`src/rtl/quadrature_gen.sv`:
```
// quadrature_gen: quadrature encoder emulator; emits Gray-coded A/B steps per move command.
// Latency: first transition Pe cycles after command accept, then one every Pe cycles.
// Backpressure: cmd_ready = !busy; commands offered while a move runs are not latched.
//
// Ports:
//   clk, rst_n         clock, asynchronous active-low reset
//   cmd_steps/period   move length (transitions) and clock cycles per transition (0 acts as 1)
//   cmd_dir            1 = forward (11->10->00->01), 0 = reverse
//   cmd_valid/ready    command handshake; ready whenever no move is in progress
//   abort              ends the running move at the next edge (a coincident step still happens)
//   pos_clear          zeroes position before that cycle's step is counted
//   out_a, out_b       registered quadrature outputs
//   position           net step count, two's complement, wraps
//   busy, done, aborted  move status; done pulses for one cycle, aborted qualifies it
module quadrature_gen #(
  parameter int COUNTER_WIDTH = 32
) (
  input  logic                     clk,
  input  logic                     rst_n,
  input  logic [COUNTER_WIDTH-1:0] cmd_steps,
  input  logic [COUNTER_WIDTH-1:0] cmd_period,
  input  logic                     cmd_dir,
  input  logic                     cmd_valid,
  output logic                     cmd_ready,
  input  logic                     abort,
  input  logic                     pos_clear,
  output logic                     out_a,
  output logic                     out_b,
  output logic [COUNTER_WIDTH-1:0] position,
  output logic                     busy,
  output logic                     done,
  output logic                     aborted
);

  localparam logic ST_IDLE = 1'b0;
  localparam logic ST_RUN  = 1'b1;

  localparam logic [COUNTER_WIDTH-1:0] ZERO = '0;
  localparam logic [COUNTER_WIDTH-1:0] ONE  = COUNTER_WIDTH'(1);

  logic                     state;
  logic                     dir_q;
  logic [1:0]               phase;
  logic [1:0]               phase_next;
  logic [COUNTER_WIDTH-1:0] period_m1;
  logic [COUNTER_WIDTH-1:0] cmd_period_m1;
  logic [COUNTER_WIDTH-1:0] timer;
  logic [COUNTER_WIDTH-1:0] remaining;
  logic [COUNTER_WIDTH-1:0] pos_base;
  logic                     step;

  assign busy      = (state == ST_RUN);
  assign cmd_ready = ~busy;

  // A step fires when the per-transition timer has run down.
  assign step = busy && (timer == ZERO);

  // Period 0 behaves like period 1, so the reload value saturates at zero.
  assign cmd_period_m1 = (cmd_period == ZERO) ? ZERO : (cmd_period - ONE);

  // Phase index 0..3 maps to (A,B) = 11,10,00,01; forward increments, reverse decrements.
  always_comb begin
    phase_next = phase;
    if (step) begin
      phase_next = dir_q ? (phase + 2'd1) : (phase - 2'd1);
    end
  end

  always_ff @(posedge clk or negedge rst_n) begin
    if (!rst_n) begin
      state     <= ST_IDLE;
      dir_q     <= 1'b0;
      period_m1 <= '0;
      timer     <= '0;
      remaining <= '0;
      phase     <= 2'd1;
      out_a     <= 1'b1;
      out_b     <= 1'b0;
      done      <= 1'b0;
      aborted   <= 1'b0;
    end else begin
      done  <= 1'b0;
      phase <= phase_next;
      // Outputs are decoded from the next phase so they stay in step with it as flops.
      out_a <= ~phase_next[1];
      out_b <= ~(phase_next[1] ^ phase_next[0]);
      case (state)
        ST_IDLE: begin
          if (cmd_valid) begin
            dir_q     <= cmd_dir;
            period_m1 <= cmd_period_m1;
            aborted   <= 1'b0;
            if (cmd_steps == ZERO) begin
              done <= 1'b1;
            end else begin
              state     <= ST_RUN;
              timer     <= cmd_period_m1;
              remaining <= cmd_steps;
            end
          end
        end
        ST_RUN: begin
          if (step) begin
            remaining <= remaining - ONE;
            timer     <= period_m1;
          end else begin
            timer <= timer - ONE;
          end
          if (abort) begin
            state   <= ST_IDLE;
            done    <= 1'b1;
            aborted <= 1'b1;
          end else if (step && (remaining == ONE)) begin
            state <= ST_IDLE;
            done  <= 1'b1;
          end
        end
        default: state <= ST_IDLE;
      endcase
    end
  end

  // Clear takes effect before the step of the same cycle is added.
  assign pos_base = pos_clear ? ZERO : position;

  always_ff @(posedge clk or negedge rst_n) begin
    if (!rst_n) begin
      position <= '0;
    end else if (step) begin
      position <= dir_q ? (pos_base + ONE) : (pos_base - ONE);
    end else begin
      position <= pos_base;
    end
  end

endmodule
```
`config.mk`:
```
export PLATFORM = sky130hd
export DESIGN_NAME = quadrature_gen
export DESIGN_NICKNAME = d
export VERILOG_FILES = /design/src/rtl/quadrature_gen.sv
export SDC_FILE = /design/constraint.sdc
export NUM_CORES = 1
export LEC_CHECK = 0
export ABC_AREA = 1
export CORE_MARGIN = 4
export CORE_UTILIZATION = 54
export CTS_CLUSTER_SIZE = 16
export DETAILED_ROUTE_END_ITERATION = 16
export PLACE_DENSITY = 0.79
export SLEW_MARGIN = 20
export SYNTH_ARGS = -nofsm -noshare
export SYNTH_HDL_FRONTEND = slang
export SYNTH_SLANG_ARGS = --single-unit
```
`constraint.sdc`:
```
create_clock -name clk -period 2.3 [get_ports clk]
set_input_delay 0.23 -clock clk [delete_from_list [all_inputs] [get_ports clk]]
set_output_delay 0.23 -clock clk [all_outputs]
set_load 0.005 [all_outputs]
```
==> flow_summary.html, run 1 <==
<table>
<tr><th>Metric</th><th>Value</th></tr>
<tr><th colspan="2">Floorplan</th></tr>
<tr><td>Number of placement rows</td><td>53</td></tr>
<tr><td>I/O pin total</td><td>108</td></tr>
<tr><td>Width of the die</td><td>155 um</td></tr>
<tr><td>Area inside the core boundary</td><td>0.0212 mm^2</td></tr>
<tr><td>Full die area</td><td>0.0242 mm^2</td></tr>
<tr><td>Initial core utilization</td><td>0.553</td></tr>
<tr><td>Overall die height</td><td>155 um</td></tr>
<tr><th colspan="2">Global routing</th></tr>
<tr><td>Overall track demand over capacity in global routing</td><td>0.297</td></tr>
<tr><td>Number of global-route vias before repair</td><td>12.1k</td></tr>
<tr><td>Aggregate global routing overflow</td><td>0</td></tr>
<tr><td>Number of antenna violations at the first check in global routing</td><td>0</td></tr>
<tr><td>Global-route wire length before repair</td><td>58400 um</td></tr>
<tr><td>Pin count of the biggest net entering global routing</td><td>60</td></tr>
<tr><th colspan="2">Power</th></tr>
<tr><td>Total power of the final layout</td><td>10700 uW</td></tr>
<tr><td>Cell Pwr Density</td><td>709 mW/mm^2</td></tr>
<tr><td>IR Drop Worst-Case VDD</td><td>0.550 mV</td></tr>
<tr><td>Pleak</td><td>0.00772 uW</td></tr>
<tr><th colspan="2">CTS</th></tr>
<tr><td>Clock input transition at the sequential cells of the worst setup and hold paths</td><td>0.07 ns</td></tr>
<tr><td>CTS root buf</td><td>clkbuf_16</td></tr>
<tr><td>Clock tree from TritonCTS</td><td>yes</td></tr>
<tr><td>Num CTS Buffers</td><td>17</td></tr>
<tr><td>Worst skew pair latency</td><td>0.44 ns</td></tr>
<tr><td>Number of buffers between clock root and the deepest sink</td><td>2</td></tr>
<tr><td>CTS sink count</td><td>136</td></tr>
<tr><td>H-tree levels</td><td>4</td></tr>
<tr><th colspan="2">Timing</th></tr>
<tr><td>Measured slew at the worst slew-check pin</td><td>0.647 ns</td></tr>
<tr><td>Number of pins with negative max-slew slack in the final report</td><td>0</td></tr>
<tr><td>RSZ-0062 raised after global routing</td><td>yes</td></tr>
<tr><td>Largest clock skew in the final design</td><td>0.0158 ns</td></tr>
<tr><td>Final number of setup-violating endpoints</td><td>0</td></tr>
<tr><td>Slew Limit Headroom</td><td>0.569</td></tr>
<tr><td>Final clock period utilization by the worst path</td><td>0.989</td></tr>
<tr><td>Highest achievable clock rate</td><td>440 MHz</td></tr>
<tr><td>Count of endpoints failing hold in the final timing report</td><td>0</td></tr>
<tr><td>Minimum clock period after layout</td><td>2.28 ns</td></tr>
<tr><th colspan="2">Setup path</th></tr>
<tr><td>Reg-to-Reg Start</td><td>dir_q</td></tr>
<tr><td>WS Path Type</td><td>register to register</td></tr>
<tr><td>Worst Path Max Fanout</td><td>4</td></tr>
<tr><td>Critical path's slowest cell</td><td>dfrtp_1</td></tr>
<tr><td>Worst Path Arrival</td><td>2.59 ns</td></tr>
<tr><td>Depth of the most critical reg-to-reg path</td><td>12</td></tr>
<tr><td>Startpoint Class</td><td>register</td></tr>
<tr><td>Crit path largest cell delay</td><td>0.39 ns</td></tr>
<tr><td>Most used cell along the critical path</td><td>nand2_1</td></tr>
<tr><td>Endpoint of the most critical register-to-register path</td><td>position[14]</td></tr>
<tr><td>Flop2flop setup slack</td><td>0.02 ns</td></tr>
<tr><td>Critical path, cell by cell</td><td>clkinvlp_4 -&gt; buf_6 -&gt; buf_6 -&gt; ha_4 -&gt; nand2_1 -&gt; nand2_1 -&gt; nand3b_1 -&gt; nand2_1 -&gt; nand2_2 -&gt; or2_2 -&gt; nand3_1 -&gt; o21ai_0</td></tr>
<tr><td>Data required, critical path</td><td>2.61 ns</td></tr>
<tr><td>Endpoint type of the worst setup path</td><td>register</td></tr>
<tr><th colspan="2">Worst hold path</th></tr>
<tr><td>Worst hold path type</td><td>input port to register</td></tr>
<tr><td>Hold worst-path end</td><td>position[20]</td></tr>
<tr><td>Number of instances on the worst hold path</td><td>4</td></tr>
<tr><td>Hold Startpoint</td><td>pos_clear</td></tr>
<tr><th colspan="2">Synth</th></tr>
<tr><td>Part of the Yosys area used for sequential elements</td><td>0.290</td></tr>
<tr><td>Count of warnings emitted by yosys</td><td>0</td></tr>
<tr><td>Count of cell types in the netlist</td><td>40</td></tr>
<tr><td>Top-area cell type share of the netlist area</td><td>0.286</td></tr>
<tr><td>Mapped Cells</td><td>1982</td></tr>
<tr><td>Syn_nets</td><td>2092</td></tr>
<tr><td>Most common library cells after synthesis</td><td>nand2_1, nor2_1, inv_1</td></tr>
<tr><td>Post-synthesis area per instance</td><td>5.92 um^2</td></tr>
<tr><td>Area contributors post-synth</td><td>dfrtp_1, nand2_1, nor2_1</td></tr>
<tr><td>Proportion of register bits with asynchronous set or reset after synthesis</td><td>1.00</td></tr>
<tr><td>Count leader, synth</td><td>nand2_1</td></tr>
<tr><td>Cell type with the largest total area after synthesis</td><td>dfrtp_1</td></tr>
<tr><td>Number of synthesized flops with an enable pin</td><td>0</td></tr>
<tr><td>Predominant post-synthesis flop cell</td><td>dfrtp_1</td></tr>
<tr><td>Post-synthesis register bit count</td><td>136</td></tr>
<tr><td>Post-synthesis cell area</td><td>0.0117 mm^2</td></tr>
<tr><th colspan="2">Detailed routing</th></tr>
<tr><td>Detailed-route vias per instance</td><td>5.41</td></tr>
<tr><td>Drt drc</td><td>0</td></tr>
<tr><td>Drt first-iter violations</td><td>1134</td></tr>
<tr><td>DRT Wirelength</td><td>37400 um</td></tr>
<tr><td>Vias</td><td>13.5k</td></tr>
<tr><td>Detailed-route wire length per cell</td><td>15.0 um</td></tr>
<tr><td>Pre-Repair DR Iteration Count</td><td>6</td></tr>
<tr><td>Count of nets left with antenna violations after detail routing</td><td>0</td></tr>
<tr><th colspan="2">Finish</th></tr>
<tr><td>Share of final-layout standard cells stronger than drive strength 1</td><td>0.126</td></tr>
<tr><td>Count of nets after finishing</td><td>2319</td></tr>
<tr><td>Number of standard cells in the final layout excluding fillers</td><td>2497</td></tr>
<tr><td>ANT cells</td><td>0</td></tr>
<tr><td>Synthesis-to-layout area growth</td><td>29.1%</td></tr>
<tr><th colspan="2">Placement</th></tr>
<tr><td>HPWL after DPL</td><td>27900 um</td></tr>
<tr><td>Routability-driven placement congestion ratio</td><td>1.02</td></tr>
<tr><td>I/O Buffers</td><td>107</td></tr>
<tr><td># placed instances</td><td>2454</td></tr>
<tr><th colspan="2">Outcome</th></tr>
<tr><td>Run status</td><td>finished clean</td></tr>
<tr><th colspan="2">Run</th></tr>
<tr><td>MaxCap Viol Count</td><td>0</td></tr>
</table>
[routing by layer]
metal  global-route usage  vias to the layer above  part of all wire
li1                     -                     6682                 -
met5                    0                        -                 0
met1                0.402                     6144              0.42
met2                0.494                      592              0.47
met4               0.0930                        0             0.031
met3               0.0398                       83             0.075
[final cells by class]
type	instances	area [um^2]
Fill cell	1851	6070
Tap cell	275	344
Clock buffer	17	425
Timing Repair Buffer	257	2320
Inverter	257	968
Clock inverter	15	175
Sequential cell	136	3410
Multi-Input combinational cell	1540	7510
[worst max-delay path: cells and delay by family (launching register included)]
kind / cells / cell delay [ns]
and+or+nand+nor: 7 / 1.04
buffers and inverters: 3 / 0.40
DFF: 1 / 0.39
AOI/OAI and AO/OA: 1 / 0.08
adders and majority gates: 1 / 0.25
[where the power goes]
part / internal [uW] / total, uW / switching [uW]
Combinational: 1770 / 4400 / 2640
Sequential: 2930 / 3500 / 569
Clock: 1550 / 2840 / 1280
[kinds of logic (layout without fill, tap and decap cells)]
kind of cell / Yosys count / count (layout) / share of synthesized area
and+or+nand+nor: 1289 / 1289 / 0.451
buffers and inverters: 306 / 546 / 0.104
AOI/OAI and AO/OA: 168 / 168 / 0.0794
xor gates and xnor gates: 43 / 43 / 0.0321
adders and majority gates: 40 / 40 / 0.0433
DFF: 136 / 136 / 0.290
[what timing repair did]
action                                  CTS  global route
hold buffers                              1             0
endpoints found under the setup margin    0            60
hold endpoints to repair                 51             0
buffers inserted                          0             7
resized for setup                         0            76
[per-stage QoR]
step / setup TNS (ns) / setup WS [ns] / util / hold slack (ns) / area, um^2
global route: -0.628 / -0.118 / 0.714 / 0.404 / 15100
finish: 0 / 0.0248 / 0.714 / 0.344 / 15100
global placement: -5.17 / -0.309 / 0.660 / 0.269 / 14000
detailed placement: -6.58 / -0.336 / 0.660 / 0.275 / 14000
floorplan: -0.756 / -0.100 / - / -0.0656 / 11700
CTS: 0 / 0.0182 / 0.689 / 0.384 / 14600
[sequential cells by signal, summed over array words and instances (netlist names)]
| name | count |
|---|---|
| remaining | 32 |
| phase | 2 |
| out_b | 1 |
| done | 1 |
| busy | 1 |
| aborted | 1 |
| dir_q | 1 |
| out_a | 1 |
| timer | 32 |
| position | 32 |
| period_m1 | 32 |
[worst max-delay path by stage]
| stage | to | from | cells after the start | slack (ns) |
|---|---|---|---|---|
| 2_1_floorplan | position[14] | dir_q | 11 | -0.10 |
| 3_3_place_gp | position[25] | pos_clear | 14 | -0.31 |
| 3_5_place_dp | position[31] | pos_clear | 19 | -0.34 |
| 4_1_cts | position[25] | dir_q | 13 | 0.02 |
| 5_1_grt | position[30] | dir_q | 15 | -0.12 |
| 6_report | position[14] | dir_q | 12 | 0.02 |
[cells in the final DEF, fill, tap and decap left out, drive strengths merged, types with 2 or more instances in the layout]
cell type	instances
a21o	2
a21oi	34
and2	3
buf	148
clkbuf	19
clkdlybuf4s50	105
clkinv	4
clkinvlp	3
dfrtp	134
dfstp	2
ha	39
inv	264
nand2	710
nand3	167
nand3b	7
nand4	45
nor2	338
nor3	10
o211ai	17
o21ai	102
o21bai	10
o31ai	2
or2	7
xnor2	20
xor2	23
No activity file was read; power rests on OpenSTA's default activity.
==> inputs of run 2 (changes only) <==
- GPL_TIMING_DRIVEN: not set -> 0
==> run 2 against run 1 <==
Clock-buffer cell count up 1; first-iteration DRC count up 12%; clock skew down 0.0080 ns; clock power about the same; final cell count down 3.6%; the run now ends with negative setup slack left; largest power group unchanged; die area unchanged; largest cell class unchanged; maximum frequency down 3.1%; register-to-register slack worse by 0.07 ns; sequential power about the same; setup slack worse by 0.073 ns; global-route usage up 1.2 points; non-clock buffer count down 92.
==> flow_summary.html, run 2 (synthesis gave the netlist of run 1 again) <==
<table>
<tr><th>Metric</th><th>Value</th></tr>
<tr><th colspan="2">Power</th></tr>
<tr><td>Total power of the final layout</td><td>10400 uW</td></tr>
<tr><td>Sw power</td><td>4330 uW</td></tr>
<tr><td>Seq pwr share</td><td>0.338</td></tr>
<tr><td>Cell Pwr Density</td><td>733 mW/mm^2</td></tr>
<tr><td>Pleak</td><td>0.00716 uW</td></tr>
<tr><td>Switching part of the total</td><td>0.417</td></tr>
<tr><td>IR Drop Worst-Case VDD</td><td>0.569 mV</td></tr>
<tr><td>Share of total power in the clock network</td><td>0.276</td></tr>
<tr><td>Internal power</td><td>6040 uW</td></tr>
<tr><td>Logic pwr share</td><td>0.386</td></tr>
<tr><th colspan="2">Floorplan</th></tr>
<tr><td>Full die area</td><td>0.0242 mm^2</td></tr>
<tr><td>Area inside the core boundary</td><td>0.0212 mm^2</td></tr>
<tr><td>I/O pin total</td><td>108</td></tr>
<tr><td>Initial core utilization</td><td>0.553</td></tr>
<tr><td>Width of the die</td><td>155 um</td></tr>
<tr><td>Overall die height</td><td>155 um</td></tr>
<tr><td>Number of placement rows</td><td>53</td></tr>
<tr><th colspan="2">Global routing</th></tr>
<tr><td>Number of antenna violations at the first check in global routing</td><td>0</td></tr>
<tr><td>Aggregate global routing overflow</td><td>0</td></tr>
<tr><td>Overall track demand over capacity in global routing</td><td>0.309</td></tr>
<tr><td>Pin count of the biggest net entering global routing</td><td>82</td></tr>
<tr><td>Global-route wire length before repair</td><td>60000 um</td></tr>
<tr><td>Number of global-route vias before repair</td><td>11.9k</td></tr>
<tr><th colspan="2">Setup path</th></tr>
<tr><td>Worst Path Max Fanout</td><td>18</td></tr>
<tr><td>Flop2flop setup slack</td><td>-0.05 ns</td></tr>
<tr><td>Reg-to-Reg Start</td><td>dir_q</td></tr>
<tr><td>Startpoint Class</td><td>register</td></tr>
<tr><td>Endpoint of the most critical register-to-register path</td><td>position[25]</td></tr>
<tr><td>WS Path Type</td><td>register to register</td></tr>
<tr><td>Data required, critical path</td><td>2.61 ns</td></tr>
<tr><td>Depth of the most critical reg-to-reg path</td><td>13</td></tr>
<tr><td>Endpoint type of the worst setup path</td><td>register</td></tr>
<tr><td>Worst Path Arrival</td><td>2.66 ns</td></tr>
<tr><th colspan="2">Finish</th></tr>
<tr><td>Share of final-layout standard cells stronger than drive strength 1</td><td>0.0756</td></tr>
<tr><td>ANT cells</td><td>0</td></tr>
<tr><td>Number of inserted filler cells in the final layout</td><td>2051</td></tr>
<tr><td>Commonest cells after routing, fill and taps aside</td><td>nand2_1, nor2_1, inv_1</td></tr>
<tr><td>Total area of sequential cells</td><td>0.00341 mm^2</td></tr>
<tr><td>Count of nets after finishing</td><td>2228</td></tr>
<tr><td>Synthesis-to-layout area growth</td><td>20.6%</td></tr>
<tr><td>Commonest non-fill, non-tap cell in the layout</td><td>nand2_1</td></tr>
<tr><td>Footprint of the multi-input gates</td><td>0.00736 mm^2</td></tr>
<tr><th colspan="2">Placement</th></tr>
<tr><td>HPWL after DPL</td><td>29700 um</td></tr>
<tr><td>I/O Buffers</td><td>106</td></tr>
<tr><td>Routability-driven placement congestion ratio</td><td>1.00</td></tr>
<tr><th colspan="2">Timing</th></tr>
<tr><td>Post-route worst hold slack</td><td>0.311 ns</td></tr>
<tr><td>Measured slew at the worst slew-check pin</td><td>0.718 ns</td></tr>
<tr><td>Aggregate negative setup slack</td><td>-0.0483 ns</td></tr>
<tr><td>Slew Limit Headroom</td><td>0.522</td></tr>
<tr><td>Number of pins with negative max-slew slack in the final report</td><td>0</td></tr>
<tr><td>Post-route setup slack</td><td>-0.0483 ns</td></tr>
<tr><td>Final number of setup-violating endpoints</td><td>1</td></tr>
<tr><td>Final clock period utilization by the worst path</td><td>1.02</td></tr>
<tr><td>Minimum clock period after layout</td><td>2.35 ns</td></tr>
<tr><td>Largest clock skew in the final design</td><td>0.00781 ns</td></tr>
<tr><td>Highest achievable clock rate</td><td>426 MHz</td></tr>
<tr><td>Count of endpoints failing hold in the final timing report</td><td>0</td></tr>
<tr><td>RSZ-0062 raised after global routing</td><td>yes</td></tr>
<tr><th colspan="2">CTS</th></tr>
<tr><td>Clock input transition at the sequential cells of the worst setup and hold paths</td><td>0.06 ns</td></tr>
<tr><td>Number of buffers between clock root and the deepest sink</td><td>2</td></tr>
<tr><td>Worst skew pair latency</td><td>0.43 ns</td></tr>
<tr><td>H-tree levels</td><td>4</td></tr>
<tr><td>Num CTS Buffers</td><td>17</td></tr>
<tr><td>CTS root buf</td><td>clkbuf_16</td></tr>
<tr><td>CTS sink count</td><td>136</td></tr>
<tr><td>Clock tree from TritonCTS</td><td>yes</td></tr>
<tr><th colspan="2">Detailed routing</th></tr>
<tr><td>Detailed-route vias per instance</td><td>5.48</td></tr>
<tr><td>Count of nets left with antenna violations after detail routing</td><td>0</td></tr>
<tr><td>Vias</td><td>13.2k</td></tr>
<tr><td>DRT Wirelength</td><td>38500 um</td></tr>
<tr><td>Drt drc</td><td>0</td></tr>
<tr><td>Drt first-iter violations</td><td>1266</td></tr>
<tr><td>Detailed-route wire length per cell</td><td>16.0 um</td></tr>
<tr><td>Pre-Repair DR Iteration Count</td><td>8</td></tr>
<tr><th colspan="2">Worst hold path</th></tr>
<tr><td>Worst hold path type</td><td>input port to async pin</td></tr>
<tr><th colspan="2">Outcome</th></tr>
<tr><td>Violated checks</td><td>negative setup slack</td></tr>
<tr><td>Run status</td><td>finished, violations left</td></tr>
<tr><th colspan="2">Run</th></tr>
<tr><td>MaxCap Viol Count</td><td>0</td></tr>
</table>
-- run 2: metal layers --
layer	global-route usage	wire, um	vias to the layer above
li1	-	-	6487
met1	0.410	16300	6020
met2	0.516	18200	583
met3	0.0554	2860	86
met4	0.0921	1060	0
met5	0	0	-
-- run 2: critical path, cell delays in order, from the launching register on --
cell	delay (ns)
dfrtp_2	0.44
clkinvlp_4	0.09
buf_12	0.18
ha_2	0.34
nand2_1	0.19
inv_1	0.06
nand2_1	0.06
nand2_1	0.08
a21oi_2	0.20
nor2_1	0.09
nor2_1	0.21
nand3_1	0.12
nand3_1	0.11
nand2_1	0.05
-- run 2: worst max path at each step --
stage                     slack, ns  cells after the start       endpoint        start
after floorplan               -0.10                     11   position[14]        dir_q
after global placement        -4.67                      1  remaining[11]        rst_n
after detailed placement      -0.74                     11   position[18]        dir_q
after CTS                     0.003                     14   position[28]  position[0]
after global routing          -0.09                     13   position[26]        dir_q
final                         -0.05                     13   position[25]        dir_q
-- run 2: power by group through the flow --
stage | Sequential, uW | Clock [uW] | Combinational [uW]
5_1_grt | 3560 | 2980 | 4490
3_5_place_dp | 3510 | 0 | 3670
2_1_floorplan | 3350 | 0 | 2670
4_1_cts | 3480 | 2870 | 3790
3_3_place_gp | 3500 | 0 | 3580
6_report | 3500 | 2860 | 4010
-- run 2: cell type report --
type,instances,share of cell area
Inverter,257,0.0684
Buffer,48,0.0185
Tap cell,275,0.0243
Clock inverter,14,0.0122
Timing Repair Buffer,117,0.0854
Multi-Input combinational cell,1540,0.520
Clock buffer,18,0.0303
Timing Repair inverter,1,0.000530
Sequential cell,136,0.241
-- run 2: stage by stage --
step | utilization | instances | area (um^2) | worst slack (ns)
finish | 0.667 | 2406 | 14200 | -0.0483
detailed placement | 0.621 | 2364 | 13200 | -0.741
CTS | 0.654 | 2402 | 13900 | 0.00342
floorplan | - | 1982 | 11700 | -0.100
global route | 0.667 | 2406 | 14200 | -0.0917
global placement | 0.620 | 2363 | 13100 | -4.67
-- run 2: timing repair --
action / CTS / global route
endpoints found under the setup margin: 30 / 67
buffers inserted: 5 / 4
gates resized for setup: 7 / 71
pin swaps: 0 / 9
hold endpoints to repair: 53 / 0
hold buffers: 1 / 0
cloned: 1 / 0
==> inputs of run 3 (changes only) <==
- CORE_UTILIZATION: 54 -> 55
- CTS_BUF_LIST: not set -> sky130_fd_sc_hd__clkbuf_8
- CTS_CLUSTER_DIAMETER: not set -> 80
- PLACE_DENSITY: 0.79 -> 0.8
- TNS_END_PERCENT: not set -> 100
==> run 3 against run 2 <==
The run still ends with negative setup slack left; first-iteration DRC count down 3.4%; setup slack worse by 0.19 ns; maximum frequency down 7.4%; core utilization up 2.3 points; clock skew up 0.0097 ns; critical path type unchanged; critical endpoint is now position[19].
==> flow_summary.html, run 3 (synthesis gave the netlist of run 1 again) <==
<table>
<tr><th>Metric</th><th>Value</th></tr>
<tr><th colspan="2">Finish</th></tr>
<tr><td>Commonest non-fill, non-tap cell in the layout</td><td>nand2_1</td></tr>
<tr><td>Cell area after layout</td><td>0.0145 mm^2</td></tr>
<tr><td>Synthesis-to-layout area growth</td><td>23.6%</td></tr>
<tr><td>Share of final-layout standard cells stronger than drive strength 1</td><td>0.116</td></tr>
<tr><td>ANT cells</td><td>0</td></tr>
<tr><td>Number of standard cells in the final layout excluding fillers</td><td>2420</td></tr>
<tr><td>Count of nets after finishing</td><td>2243</td></tr>
<tr><td>Commonest cells after routing, fill and taps aside</td><td>nand2_1, nor2_1, inv_1</td></tr>
<tr><th colspan="2">CTS</th></tr>
<tr><td>Clock tree from TritonCTS</td><td>yes</td></tr>
<tr><td>H-tree levels</td><td>4</td></tr>
<tr><td>Worst skew pair latency</td><td>0.48 ns</td></tr>
<tr><td>Clock input transition at the sequential cells of the worst setup and hold paths</td><td>0.09 ns</td></tr>
<tr><td>Num CTS Buffers</td><td>17</td></tr>
<tr><td>Number of buffers between clock root and the deepest sink</td><td>2</td></tr>
<tr><td>CTS sink count</td><td>136</td></tr>
<tr><td>CTS root buf</td><td>clkbuf_8</td></tr>
<tr><th colspan="2">Detailed routing</th></tr>
<tr><td>Detailed-route wire length per cell</td><td>17.3 um</td></tr>
<tr><td>DRT Wirelength</td><td>41800 um</td></tr>
<tr><td>Drt first-iter violations</td><td>1223</td></tr>
<tr><td>Pre-Repair DR Iteration Count</td><td>6</td></tr>
<tr><td>Count of nets left with antenna violations after detail routing</td><td>0</td></tr>
<tr><td>Vias</td><td>13.8k</td></tr>
<tr><td>Drt drc</td><td>0</td></tr>
<tr><td>Detailed-route vias per instance</td><td>5.70</td></tr>
<tr><th colspan="2">Floorplan</th></tr>
<tr><td>I/O pin total</td><td>108</td></tr>
<tr><td>Number of placement rows</td><td>53</td></tr>
<tr><td>Overall die height</td><td>154 um</td></tr>
<tr><td>Width of the die</td><td>154 um</td></tr>
<tr><td>Full die area</td><td>0.0237 mm^2</td></tr>
<tr><td>Initial core utilization</td><td>0.558</td></tr>
<tr><td>Area inside the core boundary</td><td>0.0210 mm^2</td></tr>
<tr><th colspan="2">Power</th></tr>
<tr><td>Share of total power in the clock network</td><td>0.210</td></tr>
<tr><td>Total power of the final layout</td><td>10100 uW</td></tr>
<tr><td>Pleak</td><td>0.00724 uW</td></tr>
<tr><td>IR Drop Worst-Case VDD</td><td>0.420 mV</td></tr>
<tr><td>Seq pwr share</td><td>0.348</td></tr>
<tr><td>Logic pwr share</td><td>0.443</td></tr>
<tr><td>Cell Pwr Density</td><td>695 mW/mm^2</td></tr>
<tr><td>Switching part of the total</td><td>0.447</td></tr>
<tr><td>Sw power</td><td>4510 uW</td></tr>
<tr><td>Internal power</td><td>5570 uW</td></tr>
<tr><th colspan="2">Timing</th></tr>
<tr><td>Post-route setup slack</td><td>-0.236 ns</td></tr>
<tr><td>Largest clock skew in the final design</td><td>0.0175 ns</td></tr>
<tr><td>RSZ-0062 raised after global routing</td><td>yes</td></tr>
<tr><td>Minimum clock period after layout</td><td>2.54 ns</td></tr>
<tr><td>Count of endpoints failing hold in the final timing report</td><td>0</td></tr>
<tr><td>Measured slew at the worst slew-check pin</td><td>0.752 ns</td></tr>
<tr><td>Highest achievable clock rate</td><td>394 MHz</td></tr>
<tr><td>Final number of setup-violating endpoints</td><td>21</td></tr>
<tr><td>Slew Limit Headroom</td><td>0.499</td></tr>
<tr><td>Aggregate negative setup slack</td><td>-2.66 ns</td></tr>
<tr><td>Number of pins with negative max-slew slack in the final report</td><td>0</td></tr>
<tr><td>Final clock period utilization by the worst path</td><td>1.10</td></tr>
<tr><th colspan="2">Run</th></tr>
<tr><td>MaxCap Viol Count</td><td>0</td></tr>
<tr><th colspan="2">Global routing</th></tr>
<tr><td>Number of antenna violations at the first check in global routing</td><td>0</td></tr>
<tr><td>Pin count of the biggest net entering global routing</td><td>85</td></tr>
<tr><td>Overall track demand over capacity in global routing</td><td>0.330</td></tr>
<tr><td>Aggregate global routing overflow</td><td>0</td></tr>
<tr><td>Number of global-route vias before repair</td><td>12.6k</td></tr>
<tr><td>Global-route wire length before repair</td><td>63100 um</td></tr>
<tr><th colspan="2">Placement</th></tr>
<tr><td>Routability-driven placement congestion ratio</td><td>1.01</td></tr>
<tr><td>HPWL after DPL</td><td>30800 um</td></tr>
<tr><td># placed instances</td><td>2364</td></tr>
<tr><td>Dpl ws</td><td>-0.760 ns</td></tr>
<tr><td>Total cell area at the placement stage</td><td>0.0132 mm^2</td></tr>
<tr><td>I/O Buffers</td><td>106</td></tr>
<tr><th colspan="2">Setup path</th></tr>
<tr><td>Data required, critical path</td><td>2.67 ns</td></tr>
<tr><td>Cell class contributing the biggest share of worst-path delay</td><td>simple AND/OR/NAND/NOR gates</td></tr>
<tr><td>Critical path's slowest cell</td><td>dfrtp_2</td></tr>
<tr><td>Worst Path Arrival</td><td>2.91 ns</td></tr>
<tr><td>Most used cell along the critical path</td><td>nand2_1</td></tr>
<tr><td>Crit path largest cell delay</td><td>0.48 ns</td></tr>
<tr><td>Reg-to-Reg Start</td><td>dir_q</td></tr>
<tr><td>Critical path, cell by cell</td><td>clkinvlp_4 -&gt; buf_12 -&gt; ha_4 -&gt; nand2_2 -&gt; inv_1 -&gt; nand2_1 -&gt; nand2_2 -&gt; nand2_2 -&gt; nand2_4 -&gt; nand2_2 -&gt; nand2_4 -&gt; nand2_1 -&gt; nand2_1 -&gt; nand2_1 -&gt; nand3_1 -&gt; nand2_1</td></tr>
<tr><td>Startpoint Class</td><td>register</td></tr>
<tr><td>Endpoint type of the worst setup path</td><td>register</td></tr>
<tr><td>Depth of the most critical reg-to-reg path</td><td>16</td></tr>
<tr><td>WS Path Type</td><td>register to register</td></tr>
<tr><td>Levels on crit path</td><td>16</td></tr>
<tr><td>CP startpoint</td><td>dir_q</td></tr>
<tr><td>Crit path buf inv count</td><td>3</td></tr>
<tr><td>Worst Path Max Fanout</td><td>5</td></tr>
<tr><th colspan="2">Outcome</th></tr>
<tr><td>Violated checks</td><td>negative setup slack</td></tr>
<tr><td>Run status</td><td>finished, violations left</td></tr>
<tr><th colspan="2">Worst hold path</th></tr>
<tr><td>Worst hold path type</td><td>input port to async pin</td></tr>
</table>
run 3: cell types whose count changed in the layout (fill, tap and decap cells not counted), moves of 11 or more:
cell       change
clkbuf_8      +17
nand2_1       -42
nand2_2       +29
nor2_1        -11
ha_4          +13
nand2_4       +13
buf_4         +12
clkbuf_16     -15
run 3: routing by layer:
metal,global-route usage,vias to the layer above,wire [um]
li1,-,6531,-
met1,0.430,6334,16800
met2,0.548,747,19100
met3,0.0535,193,3550
met4,0.132,0,2250
met5,0,-,0
run 3: worst paths after layout:
kind                                     end  slack (ns)
worst max register to register  position[19]       -0.24
worst min register to register         out_a        0.48
worst max-delay path            position[19]       -0.24
worst min-delay path             position[1]        0.23
max in group asynchronous       remaining[5]        1.30
min in group clk                       dir_q        0.36
run 3: layout make-up:
cell class / instances / area (um^2)
plain buffers: 48 / 259
clock buffers: 17 / 234
clock inverters: 14 / 161
fillers: 1917 / 6510
inverters: 257 / 971
multi-input cells: 1540 / 7780
flip-flops and latches: 136 / 3410
well taps: 275 / 344
repair buffers: 132 / 1340
repair inverters: 1 / 7.51
run 3: power groups by stage:
stage                     sequential (uW)  clock, uW  combinational [uW]
final                                3510       2110                4460
after global placement               3500          0                3610
after detailed placement             3510          0                3730
after global routing                 3580       2220                4920
after floorplan                      3350          0                2670
after CTS                            3480       2100                3840
run 3: repair_timing:
action,CTS,global route
gates resized for setup,20,165
setup endpoints to repair,36,75
hold buffers,1,0
buffers inserted,6,15
hold endpoints to repair,52,0
cloned,1,3
pin swaps,0,37
run 3: metrics by stage:
stage	utilization	hold WS, ns
after floorplan	-	-0.0656
after global placement	0.625	0.458
after detailed placement	0.627	0.168
after CTS	0.653	0.258
after global routing	0.690	0.296
final	0.690	0.231
==> edit 1 (flow settings as in run 2) <==
The parameter `COUNTER_WIDTH` goes from 32 to 24.
--- a/src/rtl/quadrature_gen.sv
+++ b/src/rtl/quadrature_gen.sv
@@ -14,5 +14,5 @@
 //   busy, done, aborted  move status; done pulses for one cycle, aborted qualifies it
 module quadrature_gen #(
-  parameter int COUNTER_WIDTH = 32
+  parameter int COUNTER_WIDTH = 24
 ) (
   input  logic                     clk,
Ports: changed (resized cmd_period, cmd_steps and position); port bits go from 108 to 84. No check against the original RTL was run, so the function may have changed too.
==> edit 1 against run 2 <==
  * Area after synthesis fell by 27%
  * Sequential power fell by 23%
  * Total power fell by 27%
  * Setup slack improved by 0.14 ns
  * Utilization fell by 0.11 points
  * Wire length fell by 35%
  * Sequential cell count fell by 32
  * Cell area fell by 28%
  * Highest routed layer unchanged
==> edit 1: results <==
group,metric,value,unit
placed_design,dp_hpwl,19300,um
critical_path,endpoint_kind,"primary output",
grt,grt_pass1_wl,40500,um
critical_path,critPathTopFamily,"buffers and inverters",
clock_tree,clk_pin_slew,0.08,ns
grt,grt_start_max_net_pins,78,
finish,nFillCells,1429,
route,wirelength,24800,um
clock_tree,numCtsBuffers,9,
timing,fin_skew,0.0126,ns
grt,antenna_found_initial,0,
clock_tree,clk_path_buf_depth,2,
min_path,hold_path.class,"input pin to async pin",
finish,n_antenna_cell,0,
clock_tree,cts_root_buf,"clkbuf_16",
placed_design,portBuffers,83,
critical_path,r2r_cells,10,
outcome,status,"finished clean",
logic_synthesis,synthArstFlopShare,100,%
finish,layout-drive-gt1-share,8.94,%
pwr,p_switching,3220,uW
grt,grt_pass1_vias,8354,
logic_synthesis,netlist_top_cells_area,"dfrtp_1 (30%), nand2_1 (18%), nor2_1 (8.8%), inv_1 (7.0%), nand3_1 (5.9%)",
logic_synthesis,ys_types,49,
route,drt_iter0_markers,696,
grt,grt_usage,28.0,%
critical_path,r2r_slack,0.12,ns
critical_path,path_max_fanout,10,
placed_design,routabilityCongestion,0.955,
placed_design,place_area,9690,um^2
route,via_per_inst,5.35,
critical_path,reg2reg_to,"position[20]$_DFF_PN0_",
critical_path,crit_path_end,"cmd_ready",
logic_synthesis,synth-seq-area-share,30.4,%
floorplanning,initial_core_util,55.7,%
logic_synthesis,yosysWarnings,0,
critical_path,slowest_delay,0.52,ns
logic_synthesis,synth_common_cells,"nand2_1 (415), nor2_1 (200), inv_1 (159)",
logic_synthesis,syn-num-nets,1423,
finish,nNetsFinal,1524,
clock_tree,htree_levels,3,
critical_path,cp_slowest_cell,"clkdlybuf4s50_1",
pwr,p_leak,0.00501,uW
logic_synthesis,synth_flop_cell,"dfrtp_1",
critical_path,r2r-start,"dir_q$_DFFE_PN0P_",
critical_path,crit_arrival,1.98,ns
timing,worst_pin_slew,0.650,ns
route,firstDrtPassIters,7,
clock_tree,clkLatencyLatePin,0.36,ns
critical_path,crit_start,"busy$_DFF_PN0_",
pwr,ir_worst_vdd,0.449,mV
-- edit 1: power by group through the flow --
stage	logic, uW	registers [uW]	clock network, uW
after floorplan	2200	2610	0
after global placement	2880	2710	0
after detailed placement	2950	2710	0
after CTS	3020	2700	1760
after global routing	3530	2770	1840
final	3120	2710	1750
-- edit 1: kinds of logic after synthesis --
| family | Yosys count | share of synthesized area (%) |
|---|---|---|
| AOI/OAI and AO/OA | 142 | 9.23 |
| xor gates and xnor gates | 45 | 4.69 |
| adders and majority gates | 32 | 4.76 |
| buffers and inverters | 199 | 9.71 |
| DFF | 104 | 30.4 |
| muxes | 1 | 0.117 |
| and+or+nand+nor | 814 | 41.1 |
-- edit 1: metal layers --
metal,track usage [%],up-vias,share of wire (%)
li1,-,4476,-
met2,47.6,329,48
met5,0,-,0
met3,4.09,58,6.4
met4,11.3,0,3.5
met1,35.8,3980,42
-- edit 1: worst reg2reg max path, cell delays in order (launching register included) --
cell and delay (ns):
dfrtp_2 0.44, clkinvlp_4 0.12, buf_12 0.16, ha_1 0.40
nand4_1 0.23, nor3_2 0.21, nand3_1 0.18, nand3_1 0.13
nand2_1 0.05, nand3_1 0.08, nand2_1 0.06
-- edit 1: worst min-delay path by stage --
| stage | from | slack (ns) | to |
|---|---|---|---|
| 2_1_floorplan | rst_n | -0.07 | aborted$_DFFE_PN0P_ |
| 3_3_place_gp | aborted$_DFFE_PN0P_ | 0.45 | aborted$_DFFE_PN0P_ |
| 3_5_place_dp | rst_n | 0.12 | position[4]$_DFF_PN0_ |
| 4_1_cts | rst_n | 0.30 | position[4]$_DFF_PN0_ |
| 5_1_grt | rst_n | 0.31 | position[4]$_DFF_PN0_ |
| 6_report | rst_n | 0.30 | position[4]$_DFF_PN0_ |
-- edit 1: what timing repair did --
item | CTS | global route
hold buffers | 1 | 0
setup endpoints to repair | 22 | 14
hold endpoints to repair | 25 | 0
gates resized for setup | 11 | 38
pin swaps | 0 | 1
buffers inserted | 3 | 1
cloned | 1 | 0
-- edit 1: layout make-up --
class	count	area share (%)
Tap cell	211	2.58
Sequential cell	104	25.5
Inverter	166	6.27
Timing Repair Buffer	89	8.91
Buffer	33	2.05
Timing Repair inverter	1	0.0733
Clock inverter	7	1.01
Multi-Input combinational cell	1034	51.4
Clock buffer	9	2.20
-- edit 1: through the flow --
step / util, % / cells / setup WS (ns)
global placement: 62.9 / 1631 / -3.04
CTS: 65.7 / 1653 / 0.0393
floorplan: - / 1337 / 0.0289
global route: 66.6 / 1654 / -0.0382
detailed placement: 63.0 / 1632 / -0.614
finish: 66.6 / 1654 / 0.0896
==> edit 2 (settings of run 2) <==
Made on the original files. Register the input `cmd_period` before use, cleared by the reset. The logic sees it one clock later. The other inputs are not delayed to match.
--- a/src/rtl/quadrature_gen.sv
+++ b/src/rtl/quadrature_gen.sv
@@ -39,4 +39,14 @@
   localparam logic [COUNTER_WIDTH-1:0] ONE  = COUNTER_WIDTH'(1);
 
+  logic [COUNTER_WIDTH-1:0] cmd_period_q;
+
+  always_ff @(posedge clk or negedge rst_n) begin
+    if (!rst_n) begin
+      cmd_period_q <= '0;
+    end else begin
+      cmd_period_q <= cmd_period;
+    end
+  end
+
   logic                     state;
   logic                     dir_q;
@@ -57,5 +67,5 @@
 
   // Period 0 behaves like period 1, so the reload value saturates at zero.
-  assign cmd_period_m1 = (cmd_period == ZERO) ? ZERO : (cmd_period - ONE);
+  assign cmd_period_m1 = (cmd_period_q == ZERO) ? ZERO : (cmd_period_q - ONE);
 
   // Phase index 0..3 maps to (A,B) = 11,10,00,01; forward increments, reverse decrements.
Formal check against the unedited RTL: not equivalent (a bounded check fails within 4 cycles, from zero or initial values and one cycle with rst_n low).
==> edit 2 against run 2 <==
  * Wire length increased by 8.0%
  * Cell area increased by 7.7%
  * Sequential cell count increased by 32
  * Setup slack improved by 0.089 ns
  * Non-clock buffer count increased by 6
  * Combinational power increased by 9.2%
  * Clock skew increased by 0.012 ns
  * Area after synthesis increased by 6.2%
  * Sequential share of layout area increased by 3.5 points
  * Fmax increased by 3.9%
  * Critical path type unchanged
  * Sequential power increased by 20%
  * Total power increased by 11%
==> edit 2: results <==
group,metric,value,unit
pwr,powerComb,4380,uW
logic_synthesis,syn-num-nets,2090,
finish,nNetsFinal,2231,
logic_synthesis,netlist_top_cells_area,"dfrtp_1 (33%), nand2_1 (20%), nor2_1 (9.8%), inv_1 (7.0%), nand3_1 (5.8%)",
logic_synthesis,synthXorXnorAreaFrac,3.51,%
grt,grt_pass1_wl,64700,um
pwr,ir_worst_vdd,0.460,mV
timing,fin_skew,0.0197,ns
timing,slew_headroom,55.6,%
placed_design,dp_hpwl,32300,um
route,firstDrtPassIters,5,
finish,clkCellAreaFrac,3.82,%
finish,layout-drive-gt1-share,10.5,%
floorplanning,rows,55,
logic_synthesis,synth_adder_area_share,4.07,%
logic_synthesis,synth_compound_area_share,7.06,%
route,drt_iter0_markers,1277,
finish,buffers_excl_clock,171,
pwr,p_leak,0.00749,uW
finish,nFillCells,2071,
min_path,hold_path.class,"input pin to flip-flop",
critical_path,critPathTopFamily,"buffers and inverters",
finish,nMultiInputCombCells,1522,
finish,nClkBuffers,17,
pwr,switching_share,43.1,%
finish,seqCellArea,4210,um^2
critical_path,r2r_slack,0.04,ns
pwr,p_per_area,753,nW/um^2
placed_design,routabilityCongestion,0.975,
finish,n_all_inverters,241,
logic_synthesis,synth_common_cells,"nand2_1 (678), nor2_1 (327), inv_1 (233)",
outcome,status,"finished clean",
[edit 2: changes by cell type after synthesis, moves of 10 or more]
cell,delta
dfrtp_1,+32
o21ai_0,-10
nand2_1,-28
inv_1,-19
nand3_1,-22
o211ai_1,-10
o21ai_1,+16
[edit 2: path summary, 6_finish.rpt]
kind / from / depth (start not counted) / to
max: dir_q$_DFFE_PN0P_ / 13 / position[30]$_DFF_PN0_
min: cmd_period[1] / 1 / cmd_period_q[1]$_DFF_PN0_
max reg2reg: dir_q$_DFFE_PN0P_ / 13 / position[30]$_DFF_PN0_
min reg2reg: aborted$_DFFE_PN0P_ / 2 / aborted$_DFFE_PN0P_
max in group asynchronous: rst_n / 3 / position[22]$_DFF_PN0_
min in group asynchronous: rst_n / 2 / timer[2]$_DFFE_PN0P_
[edit 2: per-stage QoR]
step	hold WS, ns	instances	setup WS, ns	util (%)
6_report	0.224	2419	0.0403	67.1
4_1_cts	0.217	2413	0.000725	64.5
3_3_place_gp	0.461	2371	-6.06	61.2
3_5_place_dp	0.251	2372	-0.777	61.3
2_1_floorplan	-0.0656	1980	-0.104	-
5_1_grt	0.211	2419	-0.0735	67.1
[edit 2: routing by layer]
| metal | global-route usage, % | routed length [um] |
|---|---|---|
| met1 | 46.6 | 18900 |
| met2 | 48.0 | 18000 |
| met3 | 4.41 | 3420 |
| met4 | 9.78 | 1250 |
| met5 | 0 | 0 |
[edit 2: timing repair]
action / in CTS / in global routing
pin swaps: 0 / 14
resized for setup: 23 / 120
hold endpoints to repair: 74 / 0
endpoints found under the setup margin: 44 / 57
cloned: 1 / 0
hold buffers: 1 / 0
buffers inserted: 7 / 7
